[src/rtl/jpeg_stream_parser.sv]
// ---------------------------------------------------------------------------
// jpeg_stream_parser
//
// Purpose: walks a baseline JPEG byte stream, tracks frame boundaries,
// latches the SOF0 picture dimensions and delivers the unstuffed
// entropy-coded-segment (ECS) bytes. Bytes are accepted only on cycles with
// data_valid=1; idle gaps of any length are allowed in every state.
//
// Ports:
//   clk           single clock
//   rstn          asynchronous active-low reset
//   data_valid    qualifies data_in
//   data_in       JPEG byte stream
//   ecs_valid     qualifies ecs_data (one cycle after the accepted byte)
//   ecs_data      unstuffed ECS byte
//   frame_start   pulse on SOI
//   frame_done    pulse on EOI
//   sof_ok        pulse when the SOF0 dimensions are latched
//   pic_width     SOF0 X, latched
//   pic_height    SOF0 Y, latched
//   err_sync      pulse on a protocol violation
//   ecs_byte_cnt  ECS bytes emitted in the current frame (saturating)
//
// Configuration: define JPEG_PARSE_CNT_EN to build the ECS byte counter;
// without it ecs_byte_cnt is tied to zero and no counter flops exist.
// ---------------------------------------------------------------------------
module jpeg_stream_parser #(
    parameter int W_CNT = 24
) (
    input  logic             clk,
    input  logic             rstn,
    input  logic             data_valid,
    input  logic [7:0]       data_in,
    output logic             ecs_valid,
    output logic [7:0]       ecs_data,
    output logic             frame_start,
    output logic             frame_done,
    output logic             sof_ok,
    output logic [15:0]      pic_width,
    output logic [15:0]      pic_height,
    output logic             err_sync,
    output logic [W_CNT-1:0] ecs_byte_cnt
);

    // S_MEXP is the "marker expected" state entered after SOI and after
    // every ordinary segment: only an FF may follow there.
    localparam logic [2:0] S_HUNT   = 3'd0;
    localparam logic [2:0] S_MEXP   = 3'd1;
    localparam logic [2:0] S_MARK   = 3'd2;
    localparam logic [2:0] S_LEN_HI = 3'd3;
    localparam logic [2:0] S_LEN_LO = 3'd4;
    localparam logic [2:0] S_SEG    = 3'd5;
    localparam logic [2:0] S_ECS    = 3'd6;
    localparam logic [2:0] S_ECS_FF = 3'd7;

    logic [2:0]  state, state_nxt;
    logic        armed, armed_nxt;
    logic [7:0]  marker, marker_nxt;
    logic [7:0]  len_hi, len_hi_nxt;
    logic [15:0] seg_cnt, seg_cnt_nxt;
    logic [2:0]  seg_pos, seg_pos_nxt;
    logic        sof_short, sof_short_nxt;
    logic [15:0] h_tmp, w_tmp, h_new, w_new;
    logic [15:0] len_val;
    logic        fs_nxt, fd_nxt, err_nxt, emit_nxt, latch_nxt, seg_end;
    logic [7:0]  emit_byte;

    assign len_val = {len_hi, data_in};

    // SOF0 body offsets 1-2 carry the height and 3-4 the width, MSB first.
    // The current byte is folded in so the last body byte can be latched
    // in the same cycle it arrives.
    always_comb begin
        h_new = h_tmp;
        w_new = w_tmp;
        if (data_valid && state == S_SEG) begin
            case (seg_pos)
                3'd1:    h_new[15:8] = data_in;
                3'd2:    h_new[7:0]  = data_in;
                3'd3:    w_new[15:8] = data_in;
                3'd4:    w_new[7:0]  = data_in;
                default: ;
            endcase
        end
    end

    // Next-state and pulse decode. MARK and ECS_FF share the marker
    // handling; ECS_FF additionally recognises stuffing (00) and RSTn.
    always_comb begin
        state_nxt     = state;
        armed_nxt     = armed;
        marker_nxt    = marker;
        len_hi_nxt    = len_hi;
        seg_cnt_nxt   = seg_cnt;
        seg_pos_nxt   = seg_pos;
        sof_short_nxt = sof_short;
        fs_nxt        = 1'b0;
        fd_nxt        = 1'b0;
        err_nxt       = 1'b0;
        emit_nxt      = 1'b0;
        emit_byte     = data_in;
        latch_nxt     = 1'b0;
        seg_end       = 1'b0;
        if (data_valid) begin
            case (state)
                S_HUNT: begin
                    if (data_in == 8'hFF) begin
                        armed_nxt = 1'b1;
                    end else if (armed && data_in == 8'hD8) begin
                        fs_nxt    = 1'b1;
                        armed_nxt = 1'b0;
                        state_nxt = S_MEXP;
                    end else begin
                        armed_nxt = 1'b0;
                    end
                end
                S_MEXP: begin
                    if (data_in == 8'hFF) begin
                        state_nxt = S_MARK;
                    end else begin
                        err_nxt   = 1'b1;
                        state_nxt = S_HUNT;
                    end
                end
                S_MARK, S_ECS_FF: begin
                    if (state == S_ECS_FF && data_in == 8'h00) begin
                        emit_nxt  = 1'b1;
                        emit_byte = 8'hFF;
                        state_nxt = S_ECS;
                    end else if (state == S_ECS_FF && data_in[7:3] == 5'b11010) begin
                        state_nxt = S_ECS;
                    end else if (data_in == 8'hFF) begin
                        state_nxt = state;
                    end else if (data_in == 8'hD9) begin
                        fd_nxt    = 1'b1;
                        state_nxt = S_HUNT;
                    end else if (data_in == 8'hD8) begin
                        err_nxt   = 1'b1;
                        fs_nxt    = 1'b1;
                        state_nxt = S_MEXP;
                    end else begin
                        marker_nxt = data_in;
                        state_nxt  = S_LEN_HI;
                    end
                end
                S_LEN_HI: begin
                    len_hi_nxt = data_in;
                    state_nxt  = S_LEN_LO;
                end
                S_LEN_LO: begin
                    if (len_val < 16'd2) begin
                        err_nxt   = 1'b1;
                        state_nxt = S_HUNT;
                    end else begin
                        sof_short_nxt = (len_val < 16'd7);
                        seg_pos_nxt   = 3'd0;
                        seg_cnt_nxt   = len_val - 16'd2;
                        if (len_val == 16'd2) begin
                            seg_end = 1'b1;
                        end else begin
                            state_nxt = S_SEG;
                        end
                    end
                end
                S_SEG: begin
                    if (seg_pos != 3'd7) begin
                        seg_pos_nxt = seg_pos + 3'd1;
                    end
                    seg_cnt_nxt = seg_cnt - 16'd1;
                    if (seg_cnt == 16'd1) begin
                        seg_end = 1'b1;
                    end
                end
                S_ECS: begin
                    if (data_in == 8'hFF) begin
                        state_nxt = S_ECS_FF;
                    end else begin
                        emit_nxt = 1'b1;
                    end
                end
                default: state_nxt = S_HUNT;
            endcase

            // A too-short SOF0 cannot hold both dimensions, so it flags an
            // error and leaves the previously latched picture size alone.
            if (seg_end) begin
                state_nxt = (marker == 8'hDA) ? S_ECS : S_MEXP;
                if (marker == 8'hC0) begin
                    if (sof_short_nxt) begin
                        err_nxt = 1'b1;
                    end else begin
                        latch_nxt = 1'b1;
                    end
                end
            end
        end
    end

    // Parser state plus registered outputs; every pulse and ecs_valid
    // appears exactly one cycle after the byte that caused it.
    always_ff @(posedge clk or negedge rstn) begin
        if (!rstn) begin
            state       <= S_HUNT;
            armed       <= 1'b0;
            marker      <= 8'h00;
            len_hi      <= 8'h00;
            seg_cnt     <= 16'h0000;
            seg_pos     <= 3'd0;
            sof_short   <= 1'b0;
            h_tmp       <= 16'h0000;
            w_tmp       <= 16'h0000;
            pic_width   <= 16'h0000;
            pic_height  <= 16'h0000;
            ecs_valid   <= 1'b0;
            ecs_data    <= 8'h00;
            frame_start <= 1'b0;
            frame_done  <= 1'b0;
            sof_ok      <= 1'b0;
            err_sync    <= 1'b0;
        end else begin
            state       <= state_nxt;
            armed       <= armed_nxt;
            marker      <= marker_nxt;
            len_hi      <= len_hi_nxt;
            seg_cnt     <= seg_cnt_nxt;
            seg_pos     <= seg_pos_nxt;
            sof_short   <= sof_short_nxt;
            h_tmp       <= h_new;
            w_tmp       <= w_new;
            ecs_valid   <= emit_nxt;
            ecs_data    <= emit_nxt ? emit_byte : 8'h00;
            frame_start <= fs_nxt;
            frame_done  <= fd_nxt;
            sof_ok      <= latch_nxt;
            err_sync    <= err_nxt;
            if (latch_nxt) begin
                pic_width  <= w_new;
                pic_height <= h_new;
            end
        end
    end

`ifdef JPEG_PARSE_CNT_EN
    // ECS byte counter: cleared on every SOI (including a restart),
    // sticks at all-ones instead of wrapping.
    logic [W_CNT-1:0] cnt_q;

    always_ff @(posedge clk or negedge rstn) begin
        if (!rstn) begin
            cnt_q <= '0;
        end else if (fs_nxt) begin
            cnt_q <= '0;
        end else if (emit_nxt && cnt_q != {W_CNT{1'b1}}) begin
            cnt_q <= cnt_q + {{(W_CNT-1){1'b0}}, 1'b1};
        end
    end

    assign ecs_byte_cnt = cnt_q;
`else
    assign ecs_byte_cnt = '0;
`endif

endmodule

[config.mk]
export PLATFORM = sky130hd
export DESIGN_NAME = jpeg_stream_parser
export DESIGN_NICKNAME = d
export VERILOG_FILES = /design/src/rtl/jpeg_stream_parser.sv
export SDC_FILE = /design/constraint.sdc
export NUM_CORES = 1
export LEC_CHECK = 0
export CAP_MARGIN = 10
export CORE_MARGIN = 3
export CORE_UTILIZATION = 50
export CTS_BUF_LIST = sky130_fd_sc_hd__clkbuf_4
export CTS_CLUSTER_SIZE = 10
export DETAILED_ROUTE_END_ITERATION = 10
export PLACE_DENSITY = 0.78
export SETUP_SLACK_MARGIN = 0.4
export SLEW_MARGIN = 20
export SYNTH_ARGS = -nofsm -noshare
export SYNTH_HDL_FRONTEND = slang
export SYNTH_SLANG_ARGS = --single-unit
export TNS_END_PERCENT = 50
[constraint.sdc]
create_clock -name clk -period 2.35 [get_ports clk]
set_clock_uncertainty 0.1 [all_clocks]
set_input_delay 0.235 -clock clk [delete_from_list [all_inputs] [get_ports clk]]
set_output_delay 0.235 -clock clk [all_outputs]
set_load 0.01 [all_outputs]
Word-level counts from Yosys, hierarchy flattened
Cells that the tools add are included. W data, S select, Z words.

Word-level logic and storage cells: 136. Memories kept: 0. Input bits: 11. Memory bits (read-only): 0. Latch bits: 0. Output and inout port bits: 69. Bits in writable memories: 0. Register bits: 117.

Bitwise logic cells: 5. Magnitude comparators: 2. Eq/ne operators: 27. Shift-type cells: 0. Add/sub/neg operators: 3. Mux-type cells: 67. Multipliers: 0. Reduce and logical (&&, ||, !) cells: 15. Div/mod/pow operators: 0.

Operator list (count): $mux W8 (8); $mux W16 (3); $eq A8 B8 Y1 const B (5); $mux W3 (12); $mux W1 (34); $pmux W16 S2 (1); $pmux W3 S6 (1); $eq A16 B1 Y1 const B (1); $eq A16 B2 Y1 const B (1); $lt A16 B2 Y1 const B (1); $lt A16 B3 Y1 const B (1); $sub A16 B1 Y16 const B (1); $sub A16 B2 Y16 const B (1); $eq A3 B3 Y1 const B (5); $reduce_and A7 Y1 (2); $eq A3 B2 Y1 const B (4); $ne A3 B3 Y1 const B (4); $logic_not A8 Y1 (1); $reduce_bool A7 Y1 (1); $eq A3 B1 Y1 const B (2); $mux W2 (3); $pmux W1 S2 (3); $pmux W3 S2 (1); $eq A5 B5 Y1 const B (1); other kinds (14) (22).

Depth between registers and ports, before layout
Gate-level depths: netlist of run 1.

Word-level depth: 11. Depth in mapped cells: 9. Depth with buffers taken out: 8.

Worst setup path after synthesis of run 1
Ideal clock, no wire load.

Kind: register -> register. Start point: register len_hi[2]. End point: register pic_height[10]. Data arrival time: 2166 ps. Setup slack: -41 ps. Library setup time: 125 ps. Clock period less this slack: 2391 ps. Required time: 2125 ps. Path buffers: 1. Cell stages (with the launch flop): 8. Cell sequence: dfrtp_1 nor4_2 nand3_1 o21ai_1 mux2i_1 o2111a_2 buf_6 mux2_4.

Word-level cells in the longest chain between the ends: 8. Elaborated cells on any way between the ends: 14. Those cells by class: 2 x order compare; 1 x eq/ne; 11 x mux.

Ends and longest elaborated chain: from (decl) (RTL line 59) `logic [7:0] len_hi, len_hi_nxt;`; from (signal assigned) (RTL line 224) `len_hi <= len_hi_nxt;`; $lt A16 B3 Y1 / $lt A16 B2 Y1 (equally long branches) (RTL line 155, 151); $mux W1 (RTL line 151) `if (len_val < 16'd2) begin`; $mux W1 (RTL line 105) `case (state)`; $mux W1 (RTL line 104) `if (data_valid) begin`; $mux W1 (RTL line 189) `if (sof_short_nxt) begin`; $mux W1 (RTL line 188) `if (marker == 8'hC0) begin`; $mux W1 * (RTL line 186) `if (seg_end) begin`; $mux W1 * (RTL line 104); to (signal assigned) (RTL line 238) `pic_height <= h_new;`; to (decl) (RTL line 40) `output logic [15:0] pic_height,`.

Every way passes the cells marked *; elsewhere a longest branch is shown, timed or not. The select of a mux whose other input is x is not followed. A chain may end at the register's enable or synchronous reset.

Worst setup path in the final report of run 1
Start point: register seg_cnt[4]. End point: register pic_width[6].

Word-level cells in the longest chain between the ends: 6.

Ends and longest elaborated chain: from (decl) (RTL line 60) `logic [15:0] seg_cnt, seg_cnt_nxt;`; from (signal assigned) (RTL line 225) `seg_cnt <= seg_cnt_nxt;`; $eq A16 B1 Y1 (RTL line 170) `if (seg_cnt == 16'd1) begin`; $mux W1 (RTL line 170); $pmux W1 S2 (RTL line 105); $mux W1 (RTL line 104); $mux W1 (RTL line 186); $mux W1 (RTL line 104); to (signal assigned) (RTL line 237) `pic_width <= w_new;`; to (decl) (RTL line 39) `output logic [15:0] pic_width,`.

Every way passes these cells. The select of a mux whose other input is x is not followed.

==> results of run 1 <==
metrics by stage:
step	power, W	cell area (µm²)	hold WS, ps	cells	TNS (ps)
6_report	0.00433	7860	34.8	807	-2790
5_1_grt	0.00452	7860	11.6	807	-5320
4_1_cts	0.00426	7620	10.7	801	-1450
3_5_place_dp	0.00285	7060	60.4	762	-15100
3_3_place_gp	0.00283	7060	56.8	762	-13330
2_1_floorplan	0.00255	6010	-161	538	0
power breakdown:
group	total (W)	switching, W	internal (W)
sequential	0.00214	0.0000636	0.00207
combinational	0.000941	0.000500	0.000441
clock	0.00125	0.000749	0.000504
total	0.00433	0.00131	0.00302
repair_timing:
item | CTS | global route
endpoints found under the setup margin | 88 | 95
gates cloned | 2 | 2
endpoints found under the hold margin | 117 | 0
setup buffers | 8 | 4
hold buffers | 1 | 0
pin swaps | 13 | 20
resized for setup | 50 | 45
flip-flops by register name, summed over array words and instances, names as in the netlist:
| name | cells |
|---|---|
| armed | 1 |
| ecs_data | 8 |
| ecs_valid | 1 |
| err_sync | 1 |
| frame_done | 1 |
| frame_start | 1 |
| h_tmp | 16 |
| len_hi | 8 |
| marker | 8 |
| pic_height | 16 |
| pic_width | 16 |
| seg_cnt | 16 |
| seg_pos | 3 |
| sof_ok | 1 |
| sof_short | 1 |
| state | 3 |
| w_tmp | 16 |
cell families (layout without fill, tap and decap cells):
| kind of cell | count (synthesis) | after routing | synth area share |
|---|---|---|---|
| DFF | 117 | 117 | 0.496 |
| muxes | 77 | 77 | 0.166 |
| AOI/OAI and AO/OA | 92 | 92 | 0.106 |
| xor gates and xnor gates | 12 | 12 | 0.0178 |
| other | 1 | 24 | 0.000636 |
| buffers and inverters | 67 | 193 | 0.0634 |
| and+or+nand+nor | 139 | 139 | 0.129 |
| adders and majority gates | 10 | 10 | 0.0208 |
layer usage:
metal / share of wire / global-route usage / vias up / routed length (µm)
met5: 0 / 0 / - / 0
met4: 0.027 / 0.101 / 0 / 433
met3: 0.068 / 0.0724 / 40 / 1080
met2: 0.49 / 0.409 / 211 / 7730
met1: 0.42 / 0.322 / 2313 / 6690
li1: - / - / 2088 / -
cells in the final DEF, fill, tap and decap left out, types with 5 or more instances in the layout:
cell | netlist | final
a21oi_1 | 18 | 13
a21oi_2 | 0 | 5
a22o_1 | 9 | 9
and3_1 | 7 | 5
buf_4 | 24 | 80
buf_6 | 3 | 11
clkbuf_4 | 0 | 18
clkdlybuf4s50_1 | 0 | 54
conb_1 | 1 | 24
dfrtp_1 | 117 | 114
ha_1 | 9 | 9
inv_1 | 11 | 11
mux2_2 | 44 | 36
mux2_4 | 30 | 39
nand2_1 | 31 | 26
nand3_1 | 15 | 9
nor2_1 | 29 | 26
nor3_1 | 11 | 7
nor4_1 | 10 | 8
o21a_1 | 9 | 8
o21ai_0 | 27 | 21
o21ai_1 | 1 | 6
xnor2_1 | 6 | 6
xor2_1 | 6 | 5
layout make-up:
type / instances / area (µm²)
clock inverters: 10 / 88.8
multi-input cells: 354 / 3030
clock buffers: 18 / 135
well taps: 143 / 179
fillers: 775 / 3610
inverters: 11 / 41.3
flip-flops and latches: 117 / 2930
repair buffers: 154 / 1450
worst max-delay path: stages (launching register included):
cell and delay, ps:
dfrtp_1 430, nor4_4 290, buf_4 170, nand2_4 50
nor4_4 320, buf_4 160, o2111a_2 270, buf_6 140
clkbuf_16 150, mux2_4 290
final timing paths:
| path | start | endpoint | slack, ps | depth (start not counted) |
|---|---|---|---|---|
| worst min-delay path | rstn | marker[0]$_DFFE_PN0P_ | 30 | 2 |
| worst min register to register | w_tmp[7]$_DFF_PN0_ | w_tmp[7]$_DFF_PN0_ | 400 | 1 |
| worst max-delay path | seg_cnt[4]$_DFFE_PN0P_ | pic_width[6]$_DFFE_PN0P_ | -120 | 9 |
| min in group clk | data_valid | seg_pos[2]$_DFFE_PN0P_ | 320 | 3 |
| worst max register to register | seg_cnt[4]$_DFFE_PN0P_ | pic_width[6]$_DFFE_PN0P_ | -120 | 9 |
| max in group asynchronous | rstn | seg_cnt[5]$_DFFE_PN0P_ | 1470 | 3 |
==> impl_metrics.csv, run 1 <==
group,metric,value,unit
yosys,synth_area_leader_cell,"dfrtp_1",
power_and_ir_drop,power_leakage,3.70,nW
floorplan,row_count,39,
timing,hold_violations,0,
placement,place_hpwl,10600,µm
routing,drt_pass1_iterations,5,
status,violations,"setup timing",
worst_setup_path,crit_fanout,5,
timing,drv_slew,0,
clocking,cts_tree,"done",
worst_hold_path,hp-class,"input pin to async pin",
worst_setup_path,setup.worst_path.end_class,"flip-flop",
timing,fmax,0.405,GHz
global_route,gr-total-overflow,0,
global_route,grt_max_degree,53,
routing,wl_per_cell,19.8,µm
routing,via_per_inst,5.76,
floorplan,pin_count,80,
timing,setup_viol,30,
clocking,htreeDepth,4,
worst_setup_path,crit_arrival,2800,ps
routing,wl,15900,µm
yosys,netlist_area,5900,µm²
yosys,async_flop_share,1.00,
yosys,synth.area.top_cells,"dfrtp_1, mux2_2, mux2_4",
clocking,path_clk_slew,110,ps
yosys,synth_edf_count,0,
power_and_ir_drop,vdd_drop_max,0.399,mV
placement,portBuffers,55,
yosys,ys_types,62,
yosys,syn_inst,515,
final_layout,nNetsFinal,675,
yosys,syn_area_per_cell,11.5,µm²
status,status,"complete, but fails checks",
yosys,ys_ff_latch,117,
placement,gp_congestion,0.994,
power_and_ir_drop,power_density,551,nW/µm²
floorplan,die_w,115,µm
final_layout,drive_above_1_share,0.390,
global_route,antenna_found_initial,0,
final_layout,area_growth,33.2,%
placement,place_ws,-379,ps
yosys,synthTopCellsByCount,"dfrtp_1, mux2_2, nand2_1",
worst_setup_path,worstPathRequired,2680,ps
yosys,yosysMostFrequentCell,"dfrtp_1",
timing,period_share,1.05,
worst_setup_path,start_kind,"flip-flop",
routing,vias,4652,
job,maxCapViolations,0,
clocking,clk_path_buf_depth,2,
routing,first_iter_violations,328,
yosys,synth_top_flop_cell,"dfrtp_1",
floorplan,start_util,0.514,
worst_setup_path,path_class,"flip-flop to flip-flop",
yosys,synth_top_area_frac,0.496,
yosys,yosys_warnings,0,
yosys,yosysSeqAreaShare,0.496,
floorplan,die_h,115,µm
routing,drtAntennaViolNets,0,
final_layout,num_antenna_cells,0,
timing,setup_ws,-121,ps
floorplan,dieArea,13100,µm²
clocking,numCtsBuffers,17,
global_route,first_global_vias,4905,
global_route,grt_first_pass_wirelength,25600,µm
timing,rsz0062_at_grt,"yes",
global_route,track_usage,0.253,
timing,period_minus_slack,2470,ps
floorplan,core,11500,µm²
clocking,clk_latency,550,ps
final_layout,postLayoutCoreUtil,0.685,
routing,drcViolationCount,0,
clocking,cts_root_buf,"clkbuf_4",
clocking,clock_sinks,117,
No activity file was read; power rests on OpenSTA's default activity.
==> inputs of run 2 (changes only) <==
--- a/config.mk
+++ b/config.mk
@@ -5,7 +5,6 @@
 export SDC_FILE = /design/constraint.sdc
 export NUM_CORES = 1
 export LEC_CHECK = 0
-export CAP_MARGIN = 10
 export CORE_MARGIN = 3
 export CORE_UTILIZATION = 50
 export CTS_BUF_LIST = sky130_fd_sc_hd__clkbuf_4
==> results of run 2 <==
Same layout as run 1: the final DEF is identical, and so are final timing and power.
==> inputs of run 3 (changes only) <==
--- a/config.mk
+++ b/config.mk
@@ -5,12 +5,14 @@
 export SDC_FILE = /design/constraint.sdc
 export NUM_CORES = 1
 export LEC_CHECK = 0
+export CAP_MARGIN = 20
 export CORE_MARGIN = 3
 export CORE_UTILIZATION = 50
 export CTS_BUF_LIST = sky130_fd_sc_hd__clkbuf_4
 export CTS_CLUSTER_SIZE = 10
 export DETAILED_ROUTE_END_ITERATION = 10
-export PLACE_DENSITY = 0.78
+export HOLD_SLACK_MARGIN = 0.08
+export PLACE_DENSITY = 0.81
 export SETUP_SLACK_MARGIN = 0.4
 export SLEW_MARGIN = 20
 export SYNTH_ARGS = -nofsm -noshare
==> run 3 against run 2 <==
Compared with the run above: the run still ends with setup timing left; setup slack better by 120 ps; register-to-register slack better by 120 ps; combinational power is 11% lower; cell count is 2.5% higher; worst hold slack better by 120 ps; non-clock buffer count is 18 higher; critical path depth is 1 lower; flip-flop and latch count stayed put.
==> impl_metrics.csv, run 3 (same netlist as run 1, synthesis figures left out) <==
group,metric,value,unit
clocking,numCtsBuffers,17,
floorplan,pin_count,80,
power_and_ir_drop,power_density,535,nW/µm²
final_layout,nNetsFinal,693,
timing,drv_slew,0,
routing,first_iter_violations,329,
final_layout,postLayoutCoreUtil,0.677,
final_layout,layout.area.seq,2930,µm²
global_route,grt_max_degree,77,
power_and_ir_drop,power,0.00415,W
final_layout,num_antenna_cells,0,
clocking,path_clk_slew,110,ps
worst_setup_path,critPathMaxStageDelay,420,ps
worst_setup_path,worstPathRequired,2670,ps
clocking,cts_root_buf,"clkbuf_4",
worst_setup_path,setup.worst_path.end_class,"flip-flop",
placement,place_hpwl,10700,µm
routing,drt_pass1_iterations,5,
floorplan,die_h,115,µm
worst_setup_path,start_kind,"flip-flop",
job,maxCapViolations,0,
floorplan,dieArea,13100,µm²
status,violations,"setup timing",
clocking,clk_path_buf_depth,2,
routing,vias,4655,
status,status,"complete, but fails checks",
worst_setup_path,cpMostUsedCell,"buf_12",
clocking,htreeDepth,4,
routing,wl_per_cell,18.4,µm
worst_hold_path,hold_start,"data_in[2]",
worst_setup_path,path_cells,"nor4_4 -> nand3_2 -> o21ai_2 -> mux2i_1 -> o2111a_2 -> buf_12 -> buf_12 -> mux2_4",
global_route,antenna_found_initial,0,
final_layout,multi_input_area,2890,µm²
timing,fin_tns_setup,-5.85,ps
timing,setup_viol,1,
timing,rsz0062_at_grt,"yes",
timing,setup_ws,-5.85,ps
final_layout,layout_common_cells,"dfrtp_1, buf_4, clkdlybuf4s50_1",
power_and_ir_drop,power_leakage,3.72,nW
worst_hold_path,hold_end,"h_tmp[2]$_DFF_PN0_",
timing,hold_violations,0,
routing,via_per_inst,5.63,
final_layout,final_common_cell,"dfrtp_1",
final_layout,drive_above_1_share,0.387,
floorplan,core,11500,µm²
timing,period_share,1.00,
worst_setup_path,rr_startpoint,"len_hi[1]$_DFFE_PN0P_",
global_route,gr-total-overflow,0,
worst_setup_path,critPathSlowestCell,"dfrtp_1",
routing,drtAntennaViolNets,0,
floorplan,row_count,39,
power_and_ir_drop,switching_power,0.00129,W
routing,drcViolationCount,0,
worst_hold_path,min_path_cells,3,
clocking,cts_tree,"done",
worst_setup_path,rrSetupSlack,-6,ps
worst_setup_path,crit_fanout,15,
worst_setup_path,crit_arrival,2680,ps
floorplan,die_w,115,µm
floorplan,start_util,0.514,
worst_setup_path,path_class,"flip-flop to flip-flop",
placement,portBuffers,55,
global_route,track_usage,0.244,
global_route,first_global_vias,4840,
timing,period_minus_slack,2360,ps
worst_hold_path,hp-class,"input pin to flip-flop",
clocking,clock_sinks,117,
routing,wl,15200,µm
worst_setup_path,worstReg2RegEnd,"pic_height[11]$_DFFE_PN0P_",
power_and_ir_drop,clkPwrFrac,0.283,
final_layout,area_growth,31.7,%
clocking,clk_latency,530,ps
timing,fmax,0.424,GHz
power_and_ir_drop,pwr-share-seq,0.514,
global_route,grt_first_pass_wirelength,24500,µm
power_and_ir_drop,p_comb_frac,0.203,
worst_setup_path,r2r_cells,8,
power_and_ir_drop,vdd_drop_max,0.471,mV
placement,gp_congestion,0.965,
power_and_ir_drop,swShare,0.310,
power_and_ir_drop,internal_power,0.00287,W
final_layout,nFillCells,822,
-- run 3: cell count changes in the layout (fill, tap and decap cells not counted), moves of 3 or more --
cell / before / now
dlygate4sd2_1: 0 / 4
clkinvlp_4: 3 / 7
clkdlybuf4s50_1: 54 / 49
buf_6: 11 / 4
nand3_1: 9 / 12
a21oi_1: 13 / 18
mux2_2: 36 / 43
o21ai_1: 6 / 3
mux2_4: 39 / 32
a21oi_2: 5 / 0
buf_4: 80 / 106
-- run 3: critical path, delay by kind of cell, from the launching register on --
| kind | cells | cell delay [ps] |
|---|---|---|
| AND/OR/NAND/NOR | 2 | 460 |
| AO/OA/AOI/OAI | 2 | 410 |
| buffers and inverters | 2 | 290 |
| multiplexers | 2 | 550 |
| flip-flops | 1 | 420 |
-- run 3: how the worst max path moves through the flow --
stage,slack (ps),endpoint,cells past startpoint,start
global placement,-350,state[2]$_DFFE_PN0P_,7,data_in[4]
finish,-6,pic_height[11]$_DFFE_PN0P_,8,len_hi[1]$_DFFE_PN0P_
floorplan,20,pic_height[12]$_DFFE_PN0P_,7,len_hi[2]$_DFFE_PN0P_
CTS,20,pic_height[11]$_DFFE_PN0P_,8,len_hi[1]$_DFFE_PN0P_
global route,-80,pic_height[11]$_DFFE_PN0P_,8,len_hi[1]$_DFFE_PN0P_
detailed placement,-420,state[0]$_DFFE_PN0P_,9,data_in[4]
-- run 3: area by class of cell --
cell class,count,share of cell area
flip-flops and latches,117,0.378
multi-input cells,354,0.372
well taps,143,0.0230
clock inverters,13,0.0113
inverters,11,0.00532
clock buffers,17,0.0164
repair buffers,172,0.194
-- run 3: routing by layer --
| layer | GRT usage | up-vias | routed length (µm) |
|---|---|---|---|
| met1 | 0.304 | 2344 | 6510 |
| met3 | 0.0587 | 33 | 798 |
| met5 | 0 | - | 0 |
| met4 | 0.101 | 0 | 388 |
| met2 | 0.406 | 146 | 7500 |
| li1 | - | 2132 | - |
-- run 3: per-stage QoR --
stage,instance area (µm²),worst slack [ps],cells,hold slack (ps)
global placement,7220,-348,782,-30.5
detailed placement,7220,-419,782,-26.6
CTS,7620,20.1,821,159
global route,7760,-80.7,827,161
floorplan,6010,18.0,538,-161
finish,7760,-5.85,827,158
-- run 3: power by group through the flow --
stage	Clock [W]	Sequential, W	Combinational, W
after floorplan	0	0.00216	0.000395
after global placement	0	0.00216	0.000662
after detailed placement	0	0.00217	0.000681
after CTS	0.00120	0.00213	0.000763
after global routing	0.00129	0.00214	0.000916
final	0.00118	0.00214	0.000842
-- run 3: what timing repair did --
action,in CTS,in global routing
gates resized for setup,28,30
hold endpoints to repair,117,2
pin swaps,7,10
buffers inserted,7,5
setup endpoints to repair,86,99
hold buffers,2,1
